`src/rtl/usb_eps_arb_if.sv`:
```
// Host-bus request/acknowledge channel into the EP-status RAM arbiter.
// The master holds the request until it sees the one-cycle acknowledge.
interface usb_eps_arb_if #(
  parameter int AW = 8,
  parameter int DW = 16
);
  logic          bus_req;
  logic          bus_we;
  logic [AW-1:0] bus_addr;
  logic [DW-1:0] bus_wdata;
  logic          bus_ack;
  logic [DW-1:0] bus_rdata;

  modport master (
    output bus_req, bus_we, bus_addr, bus_wdata,
    input  bus_ack, bus_rdata
  );

  modport slave (
    input  bus_req, bus_we, bus_addr, bus_wdata,
    output bus_ack, bus_rdata
  );
endinterface

```
`src/rtl/usb_eps_arb.sv`:
```
// Shares the single-port EP status RAM between the USB engine (highest priority,
// never stalled), the RAM clear sequencer and the host bus, with tagged read returns.
module usb_eps_arb #(
  parameter int AW           = 8,
  parameter int DW           = 16,
  parameter int CLR_ON_RESET = 1
) (
  input  logic          clk,
  input  logic          rst_n,
  input  logic          eps_read_0,
  input  logic          eps_zero_0,
  input  logic          eps_write_0,
  input  logic [AW-1:0] eps_addr_0,
  input  logic [DW-1:0] eps_wrdata_0,
  output logic [DW-1:0] eps_rddata_3,
  usb_eps_arb_if.slave  bus,
  input  logic          clr_start,
  output logic          clr_busy,
  output logic [AW-1:0] ram_addr_1,
  output logic [DW-1:0] ram_wdata_1,
  output logic          ram_we_1,
  output logic          ram_re_1,
  input  logic [DW-1:0] ram_rdata_2
);

  typedef enum logic [1:0] {BUS_IDLE, BUS_WAIT, BUS_RD1, BUS_RD2} bus_state_e;
  typedef enum logic [1:0] {TAG_NONE, TAG_USB, TAG_BUS} tag_e;

  bus_state_e    bus_state_q;
  logic          bus_ack_q;
  logic [DW-1:0] bus_rdata_q;

  logic          clr_busy_q;
  logic [AW-1:0] clr_ptr_q;

  logic [AW-1:0] ram_addr_d,  ram_addr_q;
  logic [DW-1:0] ram_wdata_d, ram_wdata_q;
  logic          ram_we_d,    ram_we_q;
  logic          ram_re_d,    ram_re_q;
  tag_e          tag_d,       tag_1_q, tag_2_q;
  logic [DW-1:0] eps_rddata_q;

  logic usb_any;
  logic clr_go;
  logic bus_go;

  assign usb_any = eps_write_0 | eps_zero_0 | eps_read_0;
  assign clr_go  = clr_busy_q & ~usb_any;
  assign bus_go  = (bus_state_q == BUS_IDLE) & bus.bus_req & ~usb_any & ~clr_busy_q;

  // Stage-0 owner select: USB, then clear, then bus.
  always_comb begin
    // NOTE: every signal written here gets a default first, so no latch is inferred.
    ram_addr_d  = '0;
    ram_wdata_d = '0;
    ram_we_d    = 1'b0;
    ram_re_d    = 1'b0;
    tag_d       = TAG_NONE;
    if (usb_any) begin
      ram_addr_d = eps_addr_0;
      if (eps_write_0) begin
        ram_we_d    = 1'b1;
        ram_wdata_d = eps_wrdata_0;
      end else if (eps_zero_0) begin
        ram_we_d = 1'b1;
      end else begin
        ram_re_d = 1'b1;
        tag_d    = TAG_USB;
      end
    end else if (clr_go) begin
      ram_addr_d = clr_ptr_q;
      ram_we_d   = 1'b1;
    end else if (bus_go) begin
      ram_addr_d = bus.bus_addr;
      if (bus.bus_we) begin
        ram_we_d    = 1'b1;
        ram_wdata_d = bus.bus_wdata;
      end else begin
        ram_re_d = 1'b1;
        tag_d    = TAG_BUS;
      end
    end
  end

  // RAM request registers and the read-tag pipeline that follows the RAM latency.
  always_ff @(posedge clk or negedge rst_n) begin
    if (!rst_n) begin
      ram_addr_q   <= '0;
      ram_wdata_q  <= '0;
      ram_we_q     <= 1'b0;
      ram_re_q     <= 1'b0;
      tag_1_q      <= TAG_NONE;
      tag_2_q      <= TAG_NONE;
      eps_rddata_q <= '0;
    end else begin
      // NOTE: sequential state uses <= so every register samples pre-edge values.
      ram_addr_q   <= ram_addr_d;
      ram_wdata_q  <= ram_wdata_d;
      ram_we_q     <= ram_we_d;
      ram_re_q     <= ram_re_d;
      tag_1_q      <= tag_d;
      tag_2_q      <= tag_1_q;
      eps_rddata_q <= (tag_2_q == TAG_USB) ? ram_rdata_2 : '0;
    end
  end

  // Clear sequencer: a start request is ignored while a sweep is already running.
  always_ff @(posedge clk or negedge rst_n) begin
    if (!rst_n) begin
      clr_busy_q <= (CLR_ON_RESET != 0);
      clr_ptr_q  <= '0;
    end else if (!clr_busy_q) begin
      if (clr_start) begin
        clr_busy_q <= 1'b1;
        clr_ptr_q  <= '0;
      end
    end else if (clr_go) begin
      clr_ptr_q <= clr_ptr_q + 1'b1;
      if (clr_ptr_q == '1) clr_busy_q <= 1'b0;
    end
  end

  // Bus FSM; WAIT keeps a still-held request from being issued twice.
  always_ff @(posedge clk or negedge rst_n) begin
    if (!rst_n) begin
      bus_state_q <= BUS_IDLE;
      bus_ack_q   <= 1'b0;
      bus_rdata_q <= '0;
    end else begin
      bus_ack_q <= 1'b0;
      case (bus_state_q)
        BUS_IDLE: begin
          if (bus_go) begin
            if (bus.bus_we) begin
              bus_ack_q   <= 1'b1;
              bus_state_q <= BUS_WAIT;
            end else begin
              bus_state_q <= BUS_RD1;
            end
          end
        end
        BUS_RD1: bus_state_q <= BUS_RD2;
        BUS_RD2: begin
          bus_rdata_q <= ram_rdata_2;
          bus_ack_q   <= 1'b1;
          bus_state_q <= BUS_WAIT;
        end
        BUS_WAIT: bus_state_q <= BUS_IDLE;
        default:  bus_state_q <= BUS_IDLE;
      endcase
    end
  end

  assign ram_addr_1    = ram_addr_q;
  assign ram_wdata_1   = ram_wdata_q;
  assign ram_we_1      = ram_we_q;
  assign ram_re_1      = ram_re_q;
  assign eps_rddata_3  = eps_rddata_q;
  assign clr_busy      = clr_busy_q;
  assign bus.bus_ack   = bus_ack_q;
  assign bus.bus_rdata = bus_rdata_q;

endmodule

```
`src/flat_wrapper.sv`:
```
// flat-port wrapper written by rule: the top's interface ports become plain ports
module usb_eps_arb_flat 
#(
  parameter int AW           = 8,
  parameter int DW           = 16,
  parameter int CLR_ON_RESET = 1
)
  (clk, rst_n, eps_read_0, eps_zero_0, eps_write_0, eps_addr_0, eps_wrdata_0, eps_rddata_3, clr_start, clr_busy, ram_addr_1, ram_wdata_1, ram_we_1, ram_re_1, ram_rdata_2, bus_bus_req, bus_bus_we, bus_bus_addr, bus_bus_wdata, bus_bus_ack, bus_bus_rdata);
  usb_eps_arb_if #(.AW(AW), .DW(DW)) bus_i ();
  input  logic clk;
  input  logic rst_n;
  input  logic eps_read_0;
  input  logic eps_zero_0;
  input  logic eps_write_0;
  input  logic [AW-1:0] eps_addr_0;
  input  logic [DW-1:0] eps_wrdata_0;
  output logic [DW-1:0] eps_rddata_3;
  input  logic clr_start;
  output logic clr_busy;
  output logic [AW-1:0] ram_addr_1;
  output logic [DW-1:0] ram_wdata_1;
  output logic ram_we_1;
  output logic ram_re_1;
  input  logic [DW-1:0] ram_rdata_2;
  input wire logic [$bits(bus_i.bus_req)-1:0] bus_bus_req;
  input wire logic [$bits(bus_i.bus_we)-1:0] bus_bus_we;
  input wire logic [$bits(bus_i.bus_addr)-1:0] bus_bus_addr;
  input wire logic [$bits(bus_i.bus_wdata)-1:0] bus_bus_wdata;
  output wire logic [$bits(bus_i.bus_ack)-1:0] bus_bus_ack;
  output wire logic [$bits(bus_i.bus_rdata)-1:0] bus_bus_rdata;
  assign bus_i.bus_req = bus_bus_req;
  assign bus_i.bus_we = bus_bus_we;
  assign bus_i.bus_addr = bus_bus_addr;
  assign bus_i.bus_wdata = bus_bus_wdata;
  assign bus_bus_ack = bus_i.bus_ack;
  assign bus_bus_rdata = bus_i.bus_rdata;
  usb_eps_arb #(.AW(AW), .DW(DW), .CLR_ON_RESET(CLR_ON_RESET)) u_core (.clk(clk), .rst_n(rst_n), .eps_read_0(eps_read_0), .eps_zero_0(eps_zero_0), .eps_write_0(eps_write_0), .eps_addr_0(eps_addr_0), .eps_wrdata_0(eps_wrdata_0), .eps_rddata_3(eps_rddata_3), .bus(bus_i), .clr_start(clr_start), .clr_busy(clr_busy), .ram_addr_1(ram_addr_1), .ram_wdata_1(ram_wdata_1), .ram_we_1(ram_we_1), .ram_re_1(ram_re_1), .ram_rdata_2(ram_rdata_2));
endmodule
```
`config.mk`:
```
export PLATFORM = sky130hd
export DESIGN_NAME = usb_eps_arb_flat
export DESIGN_NICKNAME = d
export VERILOG_FILES = /design/src/rtl/usb_eps_arb_if.sv /design/src/rtl/usb_eps_arb.sv /design/src/flat_wrapper.sv
export SDC_FILE = /design/constraint.sdc
export NUM_CORES = 1
export LEC_CHECK = 0
export CORE_MARGIN = 1
export CORE_UTILIZATION = 35
export DETAILED_ROUTE_END_ITERATION = 6
export GPL_ROUTABILITY_DRIVEN = 0
export GPL_TIMING_DRIVEN = 0
export PLACE_DENSITY = 0.74
export SLEW_MARGIN = 20
export SYNTH_ARGS = -nofsm -noshare
export SYNTH_HDL_FRONTEND = slang
export SYNTH_SLANG_ARGS = --single-unit
```
`constraint.sdc`:
```
create_clock -name clk -period 4.8 [get_ports clk]
set_input_delay 0.48 -clock clk [delete_from_list [all_inputs] [get_ports clk]]
set_output_delay 0.48 -clock clk [all_outputs]
set_load 0.02 [all_outputs]
```
==> impl_metrics.csv, run 1 <==
group,metric,value,unit
outcome,outcome,"finished, final reports clean",
power,combPwrFrac,29.6,%
sta,period_share,42.2,%
clock_network,cts_made_buffers,9,
sta,maxSlewHeadroom,59.1,%
die,die_w,93.4,microns
worst_setup_path,endpoint_kind,"flip-flop",
cells_and_area,multi_input_area,982,sq um
cells_and_area,antenna_cells,0,
sta,fin_crit,2.03,ns
sta,max_clock_freq,0.493,GHz
yosys,synth.top_cell.area_share,62.5,%
yosys,synthTopCellsByCount,"73 x dfrtp_1, 19 x and2_1, 18 x a22o_1, 17 x mux2_2, 10 x nor2_1",
clock_network,cts_buffer_depth,2,
cells_and_area,drive_gt1_share,12.2,%
global_route,grt_overflow,0,
worst_setup_path,worst-endpoint-required,5.07,ns
die,top_level_ports,132,
yosys,async_flop_share,100,%
power,switching_share,28.9,%
job,max-cap-violations,0,
yosys,synth_area,2920,sq um
clock_network,cts_tree,"built",
power,p_per_area,387,nW/um^2
sta,worst_pin_slew,0.613,ns
sta,rsz0062_at_grt,"no",
clock_network,hold_buffers,0,
yosys,ys_warn_count,0,
sta,setup_violations,0,
sta,setup_tns,0,ns
die,die_y,93.4,microns
global_route,grt_start_max_net_pins,47,
sta,hold_violations,0,
yosys,yosysSeqAreaShare,63.4,%
die,core,7890,sq um
die,die-area,8720,sq um
worst_setup_path,path_class,"input pin to flip-flop",
worst_setup_path,startpoint_type,"input pin",
yosys,synth.most_common_cell,"dfrtp_1",
yosys,synth_edf_count,0,
place,hpwl,5.40,mm
die,rows,32,
clock_network,clock-sinks,74,
yosys,synthTopCellsByArea,"dfrtp_1 63%, mux2_2 6.5%, a22o_1 5.4%",
route,drc,0,
global_route,grt_pass1_wl,11.7,mm
clock_network,insertion_delay,0.33,ns
sta,skew,0.00807,ns
yosys,synth_largest_area_cell,"dfrtp_1",
route,first_iter_violations,75,
yosys,yosys.cell_types.count,36,
worst_setup_path,startpoint,"eps_zero_0",
cells_and_area,nets,433,
route,avgRoutedWirePerCell,15.3,microns
clock_network,cts.clk_slew.worst_paths,0.08,ns
die,start_util,37.1,%
route,vias,2228,
clock_network,h-tree-depth,3,
route,drt-pass1-iter-count,4,
cells_and_area,regArea,1850,sq um
cells_and_area,fin_area,4570,sq um
cells_and_area,area_growth,56.5,%
power,p_sw,0.000512,W
power,internal-power,0.00126,W
yosys,ys_ff_latch,74,
worst_setup_path,arrival,2.30,ns
power,sequentialPowerShare,44.5,%
clock_network,cts-root-buf,"clkbuf_8",
worst_hold_path,hold_class,"input pin to asynchronous set/reset pin",
yosys,netlist_instances,214,
power,total_power,0.00177,W
place,portBuffers,131,
worst_setup_path,path_max_fanout,10,
power,ir_worst_vdd,139,uV
power,p_leak,2.01,nW
yosys,synthesis.nets,290,
yosys,synth_ff_type,"dfrtp_1",
cells_and_area,fillers,664,
place,placed_area,4390,sq um
global_route,grt_usage,17.7,%
sta,hold_slack,0.0596,ns
route,routed_via_density,4.80,
route,wl,7.09,mm
route,ant_nets,0,
cells_and_area,fin_util,58.0,%
worst_setup_path,regToRegStartpoint,"u_core.bus_state_q[1]",
sta,slew_violations,0,
clock_network,cts_setup_buffers,0,
yosys,syn_area_per_cell,13.7,sq um
global_route,antenna_found_initial,0,
power,pwr-share-clk,25.9,%
clock_network,cts_resized,0,
global_route,first_global_vias,2283,
logic make-up (layout without fill, tap and decap cells):
family / after synthesis / after routing / synth area share (%)
DFF: 74 / 74 / 63.4
adders and majority gates: 4 / 4 / 1.71
and+or+nand+nor: 64 / 64 / 13.2
AOI/OAI and AO/OA: 38 / 38 / 11.5
muxes: 19 / 19 / 7.23
buffers and inverters: 15 / 163 / 3.00
worst max-delay path, stage by stage:
cell and delay, ns:
clkdlybuf4s50_1 0.50, or3_1 0.42, buf_6 0.15, nor3_4 0.39
buf_6 0.21, a22o_1 0.14
power groups by stage:
| stage | Combinational [W] | Clock, W | Sequential (W) |
|---|---|---|---|
| floorplan | 0.000138 | 0 | 0.000900 |
| global placement | 0.000519 | 0 | 0.000796 |
| detailed placement | 0.000529 | 0 | 0.000801 |
| CTS | 0.000532 | 0.000478 | 0.000789 |
| global route | 0.000566 | 0.000516 | 0.000802 |
| finish | 0.000524 | 0.000458 | 0.000788 |
path summary, 6_finish.rpt:
path	endpoint	slack [ns]	cells past startpoint
hold / removal	u_core.eps_rddata_3[3]	0.06	1
max in group asynchronous	u_core.tag_2_q[1]	4.19	2
setup / recovery	u_core.ram_wdata_1[10]	2.77	6
hold reg to reg	u_core.tag_2_q[1]	0.35	0
setup reg to reg	u_core.bus.bus_rdata[11]	2.80	4
min in group clk	u_core.tag_2_q[1]	0.35	0
layout by cell type (no fill, tap or decap), types with 5 or more instances in the layout:
cell type        instances
dfrtp_1                 73
nand2_1                  9
clkbuf_8                 9
clkdlybuf4s50_1        130
nor2_1                  10
inv_1                    5
and2_1                  19
a221o_1                  9
mux2_2                  17
a22o_1                  18
clkbuf_1                 7
state kept, by name, summed over array words and instances, names as in the netlist, 2 cells and up:
name / count
u_core.clr_ptr_q: 8
u_core.bus_state_q: 2
u_core.tag_2_q: 2
u_core.eps_rddata_3: 16
u_core.bus.bus_rdata: 16
u_core.ram_addr_1: 8
u_core.tag_1_q: 2
u_core.ram_wdata_1: 16
layer usage:
| metal | wire length [microns] | global-route usage (%) |
|---|---|---|
| met3 | 619 | 5.28 |
| met5 | 0 | 0 |
| met4 | 112 | 6.67 |
| met1 | 2950 | 22.5 |
| met2 | 3400 | 28.2 |
stage by stage:
step	setup slack [ns]	instances
2_1_floorplan	3.00	214
3_3_place_gp	0.715	447
3_5_place_dp	2.41	448
4_1_cts	2.76	464
5_1_grt	2.66	464
6_report	2.77	464
area by class of cell:
type / count / area share (%)
clock inverter: 5 / 1.20
multi-input combinational: 125 / 21.5
tap: 102 / 2.79
sequential: 74 / 40.5
inverter: 5 / 0.410
timing repair buffer: 132 / 29.2
buffer: 10 / 1.50
clock buffer: 11 / 2.87
Power figures use the tool's default switching activity.
==> inputs of run 2 (changes only) <==
--- a/config.mk
+++ b/config.mk
@@ -10,7 +10,7 @@
 export DETAILED_ROUTE_END_ITERATION = 6
 export GPL_ROUTABILITY_DRIVEN = 0
 export GPL_TIMING_DRIVEN = 0
-export PLACE_DENSITY = 0.74
+export PLACE_DENSITY = 0.77
 export SLEW_MARGIN = 20
 export SYNTH_ARGS = -nofsm -noshare
 export SYNTH_HDL_FRONTEND = slang
==> constraint.sdc (replaced) <==
create_clock -name clk -period 1.66 [get_ports clk]
set_input_delay 0.166 -clock clk [delete_from_list [all_inputs] [get_ports clk]]
set_output_delay 0.166 -clock clk [all_outputs]
set_load 0.02 [all_outputs]
==> run 2 against run 1 <==
- clock skew grew 0.0055 ns
- non-clock buffer count grew 12
- sequential share of layout area shrank 1.6 points
- critical path depth shrank 3
- total power grew to 3.1 times the previous value
- die area is the same
- largest power group unchanged
- via count grew 3.4%
- largest cell class unchanged
- critical endpoint is now u_core.clr_ptr_q[2]
- core utilization grew 2.4 points
- worst setup slack lost 2.7 ns
- clock power grew to 3.4 times the previous value
- first-iteration DRC count grew 12%
==> impl_metrics.csv, run 2 (synthesized netlist as in run 1, its figures left out) <==
group,metric,value,unit
die,die-area,8720,sq um
sta,setup_violations,0,
sta,maxSlewHeadroom,72.3,%
route,wl,7.28,mm
cells_and_area,nets,445,
die,core,7890,sq um
die,top_level_ports,132,
global_route,first_global_vias,2310,
worst_setup_path,endpoint_kind,"flip-flop",
cells_and_area,layout_commonest_cell,"clkdlybuf4s50_1",
sta,setup_tns,0,ns
place,placed_area,4400,sq um
worst_hold_path,hold_class,"input pin to flip-flop",
job,max-cap-violations,0,
cells_and_area,area_growth,63.1,%
die,rows,32,
clock_network,insertion_delay,0.34,ns
global_route,grt_overflow,0,
global_route,grt_pass1_wl,11.6,mm
route,avgRoutedWirePerCell,15.3,microns
worst_setup_path,startpoint_type,"flip-flop",
route,routed_via_density,4.84,
clock_network,clock-sinks,74,
cells_and_area,fin_area,4770,sq um
clock_network,cts.clk_slew.worst_paths,0.08,ns
die,start_util,37.1,%
route,ant_nets,0,
place,pre_cts_ws,-0.412,ns
clock_network,cts-root-buf,"clkbuf_8",
cells_and_area,fillers,636,
sta,period_share,97.5,%
worst_setup_path,worst-endpoint-required,1.90,ns
sta,layout_setup_ws,0.0414,ns
sta,fin_crit,1.62,ns
clock_network,cts_buffer_depth,2,
sta,rsz0062_at_grt,"yes",
cells_and_area,antenna_cells,0,
sta,skew,0.0136,ns
route,drt-pass1-iter-count,4,
sta,slew_violations,0,
power,ir_worst_vdd,447,uV
die,die_y,93.4,microns
clock_network,cts_made_buffers,9,
worst_setup_path,arrival,1.86,ns
sta,hold_violations,0,
route,first_iter_violations,84,
sta,hold_slack,0.220,ns
route,vias,2304,
die,die_w,93.4,microns
cells_and_area,drive_gt1_share,17.9,%
cells_and_area,fin_util,60.4,%
sta,max_clock_freq,0.618,GHz
sta,worst_pin_slew,0.412,ns
clock_network,h-tree-depth,3,
clock_network,cts_tree,"built",
power,p_leak,2.12,nW
cells_and_area,final_cell_mix,"128 x clkdlybuf4s50_1, 73 x dfrtp_1, 19 x and2_1",
outcome,outcome,"finished, final reports clean",
route,drc,0,
worst_setup_path,path_max_fanout,8,
global_route,antenna_found_initial,0,
worst_setup_path,path_class,"flip-flop to flip-flop",
global_route,grt_usage,17.4,%
place,portBuffers,131,
power,p_per_area,1140,nW/um^2
global_route,grt_start_max_net_pins,56,
place,hpwl,5.28,mm
## run 2: cell count changes in the layout (fill, tap and decap cells not counted), sizes merged, moves of 2 or more
cell / before / now
clkbuf: 16 / 13
clkinvlp: 2 / 0
buf: 7 / 20
clkdlybuf4s50: 130 / 128
## run 2: area by class of cell
class	count	area, sq um	area share [%]
multi-input cells	125	1030	21.6
clock inverters	6	87.6	1.84
plain buffers	8	61.3	1.29
flip-flops and latches	74	1850	38.9
repair buffers	146	1450	30.4
clock buffers	10	138	2.89
inverters	5	18.8	0.394
well taps	102	128	2.68
## run 2: critical path, cell delays in order, from the launching register on
cell and delay [ns]:
dfstp_2 0.56, or4b_4 0.55, mux2i_1 0.16, a22o_1 0.24
## run 2: through the flow
step                      power [W]  instances
final                       0.00542        476
after global placement      0.00380        447
after global routing        0.00571        476
after detailed placement    0.00386        448
after floorplan             0.00301        214
after CTS                   0.00544        469
## run 2: timing repair
| item | in CTS | in global routing |
|---|---|---|
| resized for setup | 8 | 9 |
| hold buffers | 1 | 0 |
| setup endpoints to repair | 35 | 30 |
| cloned | 0 | 2 |
| pin swaps | 2 | 2 |
| buffers inserted | 6 | 5 |
| hold endpoints to repair | 19 | 0 |
## run 2: per-layer routing
layer | up-vias | part of all wire (%) | wire, microns | track usage, %
met5 | - | 0 | 0 | 0
met4 | 0 | 1.1 | 78 | 4.23
met3 | 10 | 6.6 | 484 | 5.04
met2 | 89 | 50 | 3610 | 28.9
met1 | 1123 | 43 | 3100 | 22.3
li1 | 1082 | - | - | -
## run 2: final timing paths
path / from / to / slack (ns) / depth (start not counted)
max reg2reg: u_core.clr_busy / u_core.clr_ptr_q[2] / 0.04 / 3
min reg2reg: u_core.tag_1_q[1] / u_core.tag_2_q[1] / 0.36 / 0
max in group asynchronous: rst_n / u_core.clr_busy / 0.79 / 3
max: u_core.clr_busy / u_core.clr_ptr_q[2] / 0.04 / 3
min in group asynchronous: rst_n / u_core.eps_rddata_3[12] / 0.26 / 2
min: eps_zero_0 / u_core.ram_we_1 / 0.22 / 3
## run 2: power by group
group / internal (W) / switching, W
clock: 0.000890 / 0.000668
sequential: 0.00210 / 0.000188
combinational: 0.000887 / 0.000688
total: 0.00387 / 0.00154
